===== config.mk =====
export PLATFORM = sky130hd
export DESIGN_NAME = alu_share_ctrl
export DESIGN_NICKNAME = d
export VERILOG_FILES = /design/src/rtl/alu_share_ctrl.sv
export SDC_FILE = /design/constraint.sdc
export NUM_CORES = 1
export LEC_CHECK = 0
export CAP_MARGIN = 0
export CORE_UTILIZATION = 38
export DETAILED_ROUTE_END_ITERATION = 7
export PLACE_DENSITY = 0.81
export SLEW_MARGIN = 20
export SYNTH_ARGS = -nofsm -noshare
export SYNTH_HDL_FRONTEND = slang
export SYNTH_SLANG_ARGS = --single-unit

===== constraint.sdc =====
create_clock -name clk -period 1.91 [get_ports clk]
set_clock_uncertainty 0.15 [all_clocks]
set_input_delay 0.2865 -clock clk [delete_from_list [all_inputs] [get_ports clk]]
set_output_delay 0.2865 -clock clk [all_outputs]
set_load 0.005 [all_outputs]

===== src/rtl/alu_share_ctrl.sv =====
`default_nettype none
// ============================================================================
// Module   : alu_share_ctrl
// Purpose  : Round-robin arbiter/sequencer sharing one external combinational
//            ALU between two requesters. A winning request is latched into the
//            ALU drive registers (IDLE), the ALU result is captured one cycle
//            later (EXEC), and the response is held until consumed (RESP).
// Ports    : clk, rst_n (async, active-low)
//            req{0,1}_valid/ready/op/a/b        request channels
//            resp{0,1}_valid/ready/result/zero/err response channels
//            alu_operation/alu_a/alu_b -> ALU,  alu_result <- ALU
//            busy                               high while state != IDLE
// Options  : `define ALU_SHARE_OPCHK_EN to trap op code all-ones as illegal
//            (ALU not driven, response result=0, zero=1, err=1). Without it,
//            every op is forwarded and resp*_err is tied low.
// Revision : 1.0  initial release
// ============================================================================
module alu_share_ctrl #(
    parameter int WIDTH = 16,
    parameter int OPW   = 3
) (
    input  logic             clk,
    input  logic             rst_n,
    input  logic             req0_valid,
    output logic             req0_ready,
    input  logic [OPW-1:0]   req0_op,
    input  logic [WIDTH-1:0] req0_a,
    input  logic [WIDTH-1:0] req0_b,
    output logic             resp0_valid,
    input  logic             resp0_ready,
    output logic [WIDTH-1:0] resp0_result,
    output logic             resp0_zero,
    output logic             resp0_err,
    input  logic             req1_valid,
    output logic             req1_ready,
    input  logic [OPW-1:0]   req1_op,
    input  logic [WIDTH-1:0] req1_a,
    input  logic [WIDTH-1:0] req1_b,
    output logic             resp1_valid,
    input  logic             resp1_ready,
    output logic [WIDTH-1:0] resp1_result,
    output logic             resp1_zero,
    output logic             resp1_err,
    output logic [OPW-1:0]   alu_operation,
    output logic [WIDTH-1:0] alu_a,
    output logic [WIDTH-1:0] alu_b,
    input  logic [WIDTH-1:0] alu_result,
    output logic             busy
);

    localparam logic [1:0] c_ST_IDLE = 2'd0;
    localparam logic [1:0] c_ST_EXEC = 2'd1;
    localparam logic [1:0] c_ST_RESP = 2'd2;

    logic [1:0]       r_state;
    logic [1:0]       w_next_state;
    logic             r_last_gnt;
    logic             r_owner;
    logic [OPW-1:0]   r_alu_op;
    logic [WIDTH-1:0] r_alu_a;
    logic [WIDTH-1:0] r_alu_b;
    logic [WIDTH-1:0] r_result;
    logic             r_zero;

    logic             w_gnt_valid;
    logic             w_gnt;
    logic             w_accept;
    logic             w_resp_hs;
    logic [OPW-1:0]   w_sel_op;
    logic [WIDTH-1:0] w_sel_a;
    logic [WIDTH-1:0] w_sel_b;

    // ------------------------------------------------------------------------
    // Grant: a lone requester wins; on a tie the one not served last wins.
    // ------------------------------------------------------------------------
    always_comb begin
        w_gnt_valid = req0_valid | req1_valid;
        w_gnt       = 1'b0;
        if (req0_valid && req1_valid) begin
            w_gnt = ~r_last_gnt;
        end else if (req1_valid) begin
            w_gnt = 1'b1;
        end
    end

    assign w_accept = (r_state == c_ST_IDLE) && w_gnt_valid;
    assign w_sel_op = w_gnt ? req1_op : req0_op;
    assign w_sel_a  = w_gnt ? req1_a  : req0_a;
    assign w_sel_b  = w_gnt ? req1_b  : req0_b;

    // Only the owner's ready can complete the response; the other is ignored.
    assign w_resp_hs = (r_state == c_ST_RESP) &&
                       (r_owner ? resp1_ready : resp0_ready);

    // ------------------------------------------------------------------------
    // State machine
    // ------------------------------------------------------------------------
    always_ff @(posedge clk or negedge rst_n) begin
        if (!rst_n) begin
            r_state <= c_ST_IDLE;
        end else begin
            r_state <= w_next_state;
        end
    end

    always_comb begin
        w_next_state = r_state;
        case (r_state)
            c_ST_IDLE: if (w_accept)  w_next_state = c_ST_EXEC;
            c_ST_EXEC:                w_next_state = c_ST_RESP;
            c_ST_RESP: if (w_resp_hs) w_next_state = c_ST_IDLE;
            default:                  w_next_state = c_ST_IDLE;
        endcase
    end

    // ------------------------------------------------------------------------
    // Datapath registers
    // ------------------------------------------------------------------------
`ifdef ALU_SHARE_OPCHK_EN
    localparam logic [OPW-1:0] c_OP_ILLEGAL = '1;

    logic r_illegal;
    logic r_err;
    logic w_is_illegal;

    assign w_is_illegal = (w_sel_op == c_OP_ILLEGAL);

    always_ff @(posedge clk or negedge rst_n) begin
        if (!rst_n) begin
            r_last_gnt <= 1'b1;
            r_owner    <= 1'b0;
            r_alu_op   <= '0;
            r_alu_a    <= '0;
            r_alu_b    <= '0;
            r_result   <= '0;
            r_zero     <= 1'b0;
            r_illegal  <= 1'b0;
            r_err      <= 1'b0;
        end else begin
            if (w_accept) begin
                r_owner    <= w_gnt;
                r_last_gnt <= w_gnt;
                r_illegal  <= w_is_illegal;
                // An illegal op leaves the ALU inputs at the previous op.
                if (!w_is_illegal) begin
                    r_alu_op <= w_sel_op;
                    r_alu_a  <= w_sel_a;
                    r_alu_b  <= w_sel_b;
                end
            end
            if (r_state == c_ST_EXEC) begin
                if (r_illegal) begin
                    r_result <= '0;
                    r_zero   <= 1'b1;
                    r_err    <= 1'b1;
                end else begin
                    r_result <= alu_result;
                    r_zero   <= (alu_result == '0);
                    r_err    <= 1'b0;
                end
            end
            if (w_resp_hs) begin
                r_err <= 1'b0;
            end
        end
    end

    assign resp0_err = r_err;
    assign resp1_err = r_err;
`else
    always_ff @(posedge clk or negedge rst_n) begin
        if (!rst_n) begin
            r_last_gnt <= 1'b1;
            r_owner    <= 1'b0;
            r_alu_op   <= '0;
            r_alu_a    <= '0;
            r_alu_b    <= '0;
            r_result   <= '0;
            r_zero     <= 1'b0;
        end else begin
            if (w_accept) begin
                r_owner    <= w_gnt;
                r_last_gnt <= w_gnt;
                r_alu_op   <= w_sel_op;
                r_alu_a    <= w_sel_a;
                r_alu_b    <= w_sel_b;
            end
            if (r_state == c_ST_EXEC) begin
                r_result <= alu_result;
                r_zero   <= (alu_result == '0);
            end
        end
    end

    assign resp0_err = 1'b0;
    assign resp1_err = 1'b0;
`endif

    // ------------------------------------------------------------------------
    // Outputs
    // ------------------------------------------------------------------------
    assign req0_ready    = w_accept && !w_gnt;
    assign req1_ready    = w_accept &&  w_gnt;
    assign resp0_valid   = (r_state == c_ST_RESP) && !r_owner;
    assign resp1_valid   = (r_state == c_ST_RESP) &&  r_owner;
    assign resp0_result  = r_result;
    assign resp1_result  = r_result;
    assign resp0_zero    = r_zero;
    assign resp1_zero    = r_zero;
    assign alu_operation = r_alu_op;
    assign alu_a         = r_alu_a;
    assign alu_b         = r_alu_b;
    assign busy          = (r_state != c_ST_IDLE);

endmodule
`default_nettype wire


==> flow_summary.ini, run 1 <==
[run_status]
outcome = finished, final reports clean

[placed_design]
portBuffers = 165
gp_congestion = 0.7382
detailed_place_hpwl_mm = 5.263

[yosys]
ys_seq_elements = 56
synth_top_area_share = 0.4891
syn_inst = 195
syn_area_per_cell_um2 = 14.43
ys_seq_area_frac = 0.4984
synth_top_cell_by_area = dfrtp_1
synthTopCellsByArea = dfrtp_1 49%, mux2_2 24%, mux2_4 11%, buf_4 5.1%, mux2_1 3.2%
yosysUniqueCellTypes = 23
synth_area_mm2 = 0.002814
yosys_warnings = 0

[grt]
grt_max_degree = 57
grt_pass1_vias = 2209
gr-total-overflow = 0
grt_pass1_wl_mm = 10.45
grt_usage = 0.1772
antenna_found_initial = 0

[critical_path]
cp_max_fo = 16
path_cells = clkdlybuf4s50_1 -> a21boi_4 -> buf_4 -> mux2_4 -> mux2_2
crit_required_ns = 1.94
cp_data_arrival_time_ns = 1.90
crit_type = in2reg
cp_top_family = buffers and inverters
cp_num_buf_inv = 2
start_kind = input pin
endpoint_kind = flip-flop
r2r_setup_slack_ns = 0.13
cpPeakStageDelay_ns = 0.48
crit_slowest_cell = clkdlybuf4s50_1

[clocking]
cts-root-buf = clkbuf_8
numClockSinks = 56
worstSkewPairLatency_ns = 0.30
htreeDepth = 2
cts_tree = done
clockBufferDepth = 2
path_clk_slew_ns = 0.09
numCtsBuffers = 5

[layout]
layout_common_cells = 159 x clkdlybuf4s50_1, 59 x mux2_2, 55 x dfrtp_1
num-nets-final = 448
diodes = 0
drive_gt1_frac = 0.3053
layout_commonest_cell = clkdlybuf4s50_1
area_delta_synth_final_pct = 65.05

[power]
p_leak_nw = 1.972
ir_drop_uv = 629.5
p_per_area_mw_per_mm2 = 1383

[timing]
fin_crit_sh = 0.9765
final_max_slew_viol_count = 0
fin_tns_setup_ns = 0
rsz0062_at_grt = yes
holdWs_ns = 0.3470
finalCriticalPeriod_ns = 1.865
hold_viol_final = 0
final-setup-viol-count = 0
fmax_ghz = 0.5362

[detailed_routing]
firstDrtPassIters = 4
vias = 2110
wl_met1_mm = 2.550
post_drt_wl_per_cell_um = 14.61
drt_iter0_markers = 30
drc_errors = 0
vias_per_cell = 4.627
top_layer = met4
wl_met3_um = 492
ant_nets = 0
totalWireLength_mm = 6.660
dr_wl_met2_mm = 3.531

[run]
maxCapViolCount = 0

[hold_path]
hold_path_class = in2async

[floorplanning]
io_pins = 168
start_util = 0.3900
die_h_um = 88.06
fp.dieW_um = 88.06
dieArea_mm2 = 0.007754
core_mm2 = 0.007214
row_count = 31
## area by class of cell
class                      instances  area, um^2
fill                             577        2570
inverter                           3       11.26
multi-input combinational        109        1194
sequential                        56        1403
tap                               99       123.9
clock buffer                       7       96.34
clock inverter                     1       30.03
timing repair buffer             181        1787
## registers in the layout, summed over array words and instances, names as in the netlist
register and count:
r_owner 1, r_state 2, resp0_result 16, r_last_gnt 1, resp0_zero 1, alu_b 16
alu_operation 3, alu_a 16
## metal layers
layer	track usage	vias to the layer above
met1	0.2007	1029
met5	0	-
met3	0.04618	9
li1	-	986
met2	0.3277	86
met4	0.04985	0
## stage by stage
stage / cells / power (mW) / setup WS [ns] / util / area (um^2)
CTS: 455 / 6.497 / 0.01713 / 0.6412 / 4626
finish: 456 / 6.423 / 0.04486 / 0.6438 / 4644
detailed placement: 445 / 5.631 / -0.2966 / 0.6207 / 4478
global route: 456 / 6.863 / -0.001908 / 0.6438 / 4644
global placement: 445 / 5.515 / -0.2435 / 0.6207 / 4478
floorplan: 196 / 3.782 / 0.2352 / - / 2818
## final timing paths
check,from,endpoint,cells after the start
max reg2reg,r_last_gnt$_DFFE_PN1N_,alu_a[7]$_DFFE_PN0N_,4
min reg2reg,alu_a[8]$_DFFE_PN0N_,alu_a[8]$_DFFE_PN0N_,1
min in group clk,alu_a[8]$_DFFE_PN0N_,alu_a[8]$_DFFE_PN0N_,1
max in group asynchronous,rst_n,r_last_gnt$_DFFE_PN1N_,3
max,req0_valid,alu_a[7]$_DFFE_PN0N_,5
min,rst_n,resp0_result[0]$_DFFE_PN0N_,3
## timing repair
action                                  in CTS  in global routing
endpoints found under the setup margin       5                 35
cloned                                       0                  0
setup buffers                                1                  1
hold endpoints to repair                    55                  0
gates resized for setup                      4                  7
pin swaps                                    1                  0
hold buffers                                 1                  0
## tightest hold or removal path: stages
cell,delay [ns]
dlygate4sd3_1,0.51
buf_2,0.12
buf_12,0.27
## cells in the mapped netlist
cell type and instances:
mux2_2 59, dfrtp_1 55, mux2_4 20, buf_4 19, mux2_1 8, buf_6 7, nor2_1 4, nor4_1 4
buf_2 2, inv_1 2, nand2b_1 2, o21ai_0 2, a21boi_1 1, a21o_1 1, a21oi_1 1, a31oi_1 1
and2_1 1, conb_1 1, dfstp_2 1, inv_2 1, nand2_1 1, nand4_1 1, o21ai_1 1
## power by group
| part | internal (mW) | switching [mW] |
|---|---|---|
| registers | 1.80 | 0.374 |
| logic | 2.39 | 1.03 |
| clock network | 0.463 | 0.367 |
## kinds of logic (layout without fill, tap and decap cells)
kind of cell	after synthesis	in the layout	synth area share
compound gates	7	7	0.01467
flops	56	56	0.4984
simple gates	13	13	0.02445
mux	87	87	0.3748
buf+inv	31	192	0.08626
other cells	1	2	0.001333
Note: power is estimated with default switching activity, not from simulation.
==> run 2, diff against run 1 <==
--- a/config.mk
+++ b/config.mk
@@ -7,6 +7,7 @@
 export LEC_CHECK = 0
 export CAP_MARGIN = 0
 export CORE_UTILIZATION = 38
+export CTS_CLUSTER_SIZE = 16
 export DETAILED_ROUTE_END_ITERATION = 7
 export PLACE_DENSITY = 0.81
 export SLEW_MARGIN = 20
==> results of run 2 <==
Final layout, timing and power as in run 1 (identical DEF).
==> patch 1 (config.mk and constraints of run 1) <==
Change the parameter `WIDTH` from 16 to 32.
--- a/src/rtl/alu_share_ctrl.sv
+++ b/src/rtl/alu_share_ctrl.sv
@@ -16,7 +16,7 @@
 // Revision : 1.0  initial release
 // ============================================================================
 module alu_share_ctrl #(
-    parameter int WIDTH = 16,
+    parameter int WIDTH = 32,
     parameter int OPW   = 3
 ) (
     input  logic             clk,
Ports: changed (9 resized); port bits go from 168 to 312. No check against the original RTL was run, so the function may have changed too.
==> patch 1 against run 1 <==
Non-clock buffer count rose by 142; sequential cell count rose by 48; worst setup slack improved by 0.024 ns; synthesized cell count rose by 90%; synthesized area rose by 69%; wire length rose by 150%; cell area rose by 75%; global-route usage rose by 7.8 points; power rose by 94%; via count rose by 100%; combinational power rose by 90%; critical path depth fell by 1; critical endpoint is now req1_ready; largest power group unchanged.
==> patch 1: results (changes against run 1) <==
## Layout
* 0.402 — buffering overhead, +0.0170
* 0.0381 — Clock Network Area Fraction, +0.0109
* 807 — final standard cell count with taps included and fillers excluded, +77%
* 323 — Buffers, non-clock, +78%
* 1720 µm² — area used by multi-input combinational logic, +44%
* 70.7% — area growth from synthesis to layout

## Global routing
* 0.287 — global routing met1 resource utilization, +0.0862
* 25.2 mm — first-pass GRT wire length, +140%
* 0.255 — total routing usage reported by global routing, +0.0777
* 0.437 — met2 track demand over resource, +0.109

## Synth
* 0.253 — compound-cell area share of the yosys netlist, +0.238
* dfrtp_1, a221o_1, a21boi_0 — most common library cells after synthesis
* 24 — number of distinct library cells after synthesis, +4.3%
* dfrtp_1, a221o_1, a21boi_0, mux2_2, buf_4 — Synth area leaders
* 0.0782 — share of synthesized area spent on multiplexers, -0.297
* 370 — number of instances in the synthesized netlist, +90%
* 0.548 — sequential share of the synthesized area, +0.0493

## Critical path
* flip-flops — Worst path top cell family by delay
* 1.40 ns — Critical Path AT, -0.50 ns

## Placement
* 309 — number of buffers inserted by port buffering, +87%
* 0.827 — final RePlAce weighted congestion, +12%

## Clocking
* 0.33 ns — clock insertion delay at the later pin of the skew report, +0.03 ns
* 0.06 ns — Clock transition at path regs, -0.03 ns
* 104 — count of clock tree sinks, +86%

## Outcome
* complete, no violations — status

## STA
* 0.380 ns — Hold Slack, +0.0334 ns

## Worst hold path
* reg2reg — path class of the lowest-slack min-delay path

## Detailed routing
* 8.17 mm — met2 WL, +130%
* 1.59 mm — wire length on met3, +220%
* 20.3 µm — detailed-route wire length per cell, +39%
* 4319 — total number of vias, +100%

## Power and ir drop
* 0.522 — relative contribution of combinational cells to total power, -0.010
* 0.304 — switching fraction of total power, +0.0288
* 3790 µW — net switching power of the design, +110%

## Floorplanning
* 168 — tapcells inserted, +70%

==> patch 1: repair_timing <==
action,4_1_cts,5_1_grt
setup endpoints to repair,5,48
hold endpoints to repair,103,0
pin swaps,2,1
hold buffers,1,0
resized for setup,9,3
buffers inserted,4,1
==> patch 1: path summary, 6_finish.rpt <==
| check | from | end | depth (start not counted) |
|---|---|---|---|
| setup / recovery | r_state[0]$_DFFE_PN0P_ | req1_ready | 4 |
| hold / removal | resp0_result[3]$_DFFE_PN0N_ | resp0_result[3]$_DFFE_PN0N_ | 1 |
| setup reg to reg | r_state[0]$_DFFE_PN0P_ | alu_b[1]$_DFFE_PN0P_ | 6 |
| hold reg to reg | resp0_result[3]$_DFFE_PN0N_ | resp0_result[3]$_DFFE_PN0N_ | 1 |
| max in group asynchronous | rst_n | resp0_result[0]$_DFFE_PN0N_ | 3 |
| min in group asynchronous | rst_n | alu_b[25]$_DFFE_PN0P_ | 3 |
==> patch 2 (config.mk and constraints of run 1) <==
Without the edit above. The option `ALU_SHARE_OPCHK_EN` is turned on by a define.
--- a/src/rtl/alu_share_ctrl.sv
+++ b/src/rtl/alu_share_ctrl.sv
@@ -15,6 +15,8 @@
 //            every op is forwarded and resp*_err is tied low.
 // Revision : 1.0  initial release
 // ============================================================================
+`define ALU_SHARE_OPCHK_EN
+
 module alu_share_ctrl #(
     parameter int WIDTH = 16,
     parameter int OPW   = 3
Formal check against the unedited RTL: not equivalent (Yosys sat finds a counterexample within 4 cycles, from zero or initial values and one cycle with rst_n low).
==> patch 2 against run 1 <==
Die area rose by 4.2%; via count rose by 27%; sequential cell count rose by 2; worst setup slack improved by 0.032 ns; hold slack improved by 0.0012 ns; power rose by 17%; first-iteration DRC count rose to 2.8 times the old value; cell area rose by 6.1%; wire length rose by 22%; global-route usage rose by 3.4 points; count of clock-buffer cells in the layout rose by 4; synthesized area rose by 4.3%; critical path type is now reg2out; largest cell class unchanged; highest routed layer unchanged.
==> patch 2: results (changes against run 1) <==
## Outcome
* complete, no violations — status

## Synth
* 0 — warning count from the yosys run, unchanged
* 1.00 — share of async-settable or async-resettable flops after synthesis, unchanged
* dfrtp_1, a2bb2oi_2, o22ai_1, buf_4, nand2b_1 — Synth area leaders
* 0 — fraction of synthesized cell area in xor and xnor cells, unchanged
* 26 — number of distinct library cells after synthesis, +13%
* dfrtp_1, o22ai_1, a2bb2oi_2 — most common library cells after synthesis
* 0.495 — sequential share of the synthesized area, -0.00356
* 356 — Post-Synthesis Net Count
* 0 — arithmetic-cell share of the synthesized area counting full adders, half adders and majority gates, unchanged
* 0.00384 — share of synthesized area spent on multiplexers, -0.371
* 0.298 — compound-cell area share of the yosys netlist, +0.283
* dfrtp_1 — leading register cell type out of synthesis

## Clocking
* 3 — CTS HTree Levels, +1
* 9 — number of clock buffers inserted by TritonCTS, +4
* 2 — maximum root-to-sink buffer count, unchanged
* 0.32 ns — clock insertion delay at the later pin of the skew report, +0.02 ns
* clkbuf_8 — Clock Root Buffer
* 0.07 ns — Clock transition at path regs, -0.02 ns

## Global routing
* 0 — antenna violations before repair, unchanged
* 2776 — vias in the first global route, +26%
* 13.6 mm — first-pass GRT wire length, +30%
* 59 — largest net degree at the start of global routing, +3.5%
* 0.211 — total routing usage reported by global routing, +0.0337

## Detailed routing
* 83 — Iteration-0 DRC Markers, +180%
* 5.07 — post-DR vias/cell, +9.6%
* 0 — count of nets left with antenna violations after detail routing, unchanged
* 4 — number of iterations in the first detailed-routing pass, unchanged
* 15.3 µm — detailed-route wire length per cell, +4.8%

## Critical path
* 1.40 ns — Critical Path AT, -0.50 ns
* buffers and inverters — Worst path top cell family by delay
* 0.41 ns — worst stage delay on the critical path, -0.07 ns
* dfrtp_1 — CP max stage cell
* 4 — maximum fanout along the worst path, -12

## Placement
* 0.871 — final RePlAce weighted congestion, +18%
* 5.97 mm — half-perimeter wire length after detailed placement, +13%
* 167 — number of buffers inserted by port buffering, +1.2%

## Power and ir drop
* 0.00198 µW — Pleak, +0.45%
* 2370 µW — net switching power of the design, +34%
* 0.679 mV — worst-case vdd ir drop, +7.8%

## Worst hold path
* in2async — path class of the lowest-slack min-delay path

## Layout
* 0 — antenna diode count, unchanged
* 0.176 — fraction of final layout cells sized beyond drive strength 1, -0.129
* 518 — Layout Nets, +16%

## STA
* 0.705 — worst slew margin relative to its limit

[patch 2: power groups by stage]
| stage | Clock, µW | Sequential [µW] | Combinational (µW) |
|---|---|---|---|
| 3_5_place_dp | 0 | 2360 | 3900 |
| 2_1_floorplan | 0 | 2310 | 1980 |
| 6_report | 1250 | 2330 | 3930 |
| 5_1_grt | 1330 | 2440 | 4220 |
| 3_3_place_gp | 0 | 2330 | 3830 |
| 4_1_cts | 1280 | 2340 | 3980 |
[patch 2: layout make-up]
class	instances	area, µm²
fillers	589	2440
repair buffers	189	1890
inverters	3	11.3
clock inverters	5	77.6
multi-input cells	165	1230
well taps	99	124
flip-flops and latches	58	1450
clock buffers	11	141
[patch 2: what timing repair did]
item | 4_1_cts | 5_1_grt
hold endpoints to repair | 57 | 0
setup buffers | 5 | 0
hold buffers | 1 | 0
setup endpoints to repair | 5 | 2
resized for setup | 7 | 2
pin swaps | 1 | 0
[patch 2: per-stage QoR]
| stage | setup slack, ns | cells | total power [µW] | area, µm² |
|---|---|---|---|---|
| detailed placement | -0.134 | 508 | 6260 | 4660 |
| CTS | 0.0429 | 530 | 7600 | 4930 |
| finish | 0.0764 | 530 | 7520 | 4930 |
| global placement | -0.102 | 508 | 6150 | 4660 |
| floorplan | 0.318 | 264 | 4300 | 2940 |
| global route | -0.0126 | 530 | 7990 | 4930 |
[patch 2: worst paths after layout]
check | end | cells after the start | from | slack [ns]
max | req1_ready | 5 | r_state[0]$_DFFE_PN0P_ | 0.08
max in group asynchronous | r_last_gnt$_DFFE_PN1P_ | 3 | rst_n | 0.93
min in group clk | resp0_result[13]$_DFFE_PN0P_ | 2 | resp0_result[13]$_DFFE_PN0P_ | 0.36
min reg2reg | resp0_result[13]$_DFFE_PN0P_ | 2 | resp0_result[13]$_DFFE_PN0P_ | 0.36
max reg2reg | alu_b[1]$_DFFE_PN0P_ | 6 | r_last_gnt$_DFFE_PN1P_ | 0.20
min | alu_b[11]$_DFFE_PN0P_ | 3 | rst_n | 0.35
[patch 2: logic make-up (layout without fill, tap and decap cells)]
group	count (synthesis)	in the layout
AO/OA/AOI/OAI	97	97
buffers and inverters	41	208
flip-flops	58	58
multiplexers	1	1
AND/OR/NAND/NOR	67	67
[patch 2: layer usage]
| layer | up-vias | global-route usage | routed length (µm) |
|---|---|---|---|
| li1 | 1282 | - | - |
| met1 | 1275 | 0.237 | 3250 |
| met2 | 122 | 0.385 | 4220 |
| met3 | 8 | 0.0592 | 569 |
| met4 | 0 | 0.0672 | 72 |
| met5 | - | 0 | 0 |
[patch 2: worst register-to-register path, cell delays in order (launching register included)]
cell and delay, ns:
dfstp_2 0.58, a21bo_1 0.14, buf_4 0.13, nand2_4 0.06, a21oi_4 0.16, buf_12 0.22, a2bb2oi_1 0.19
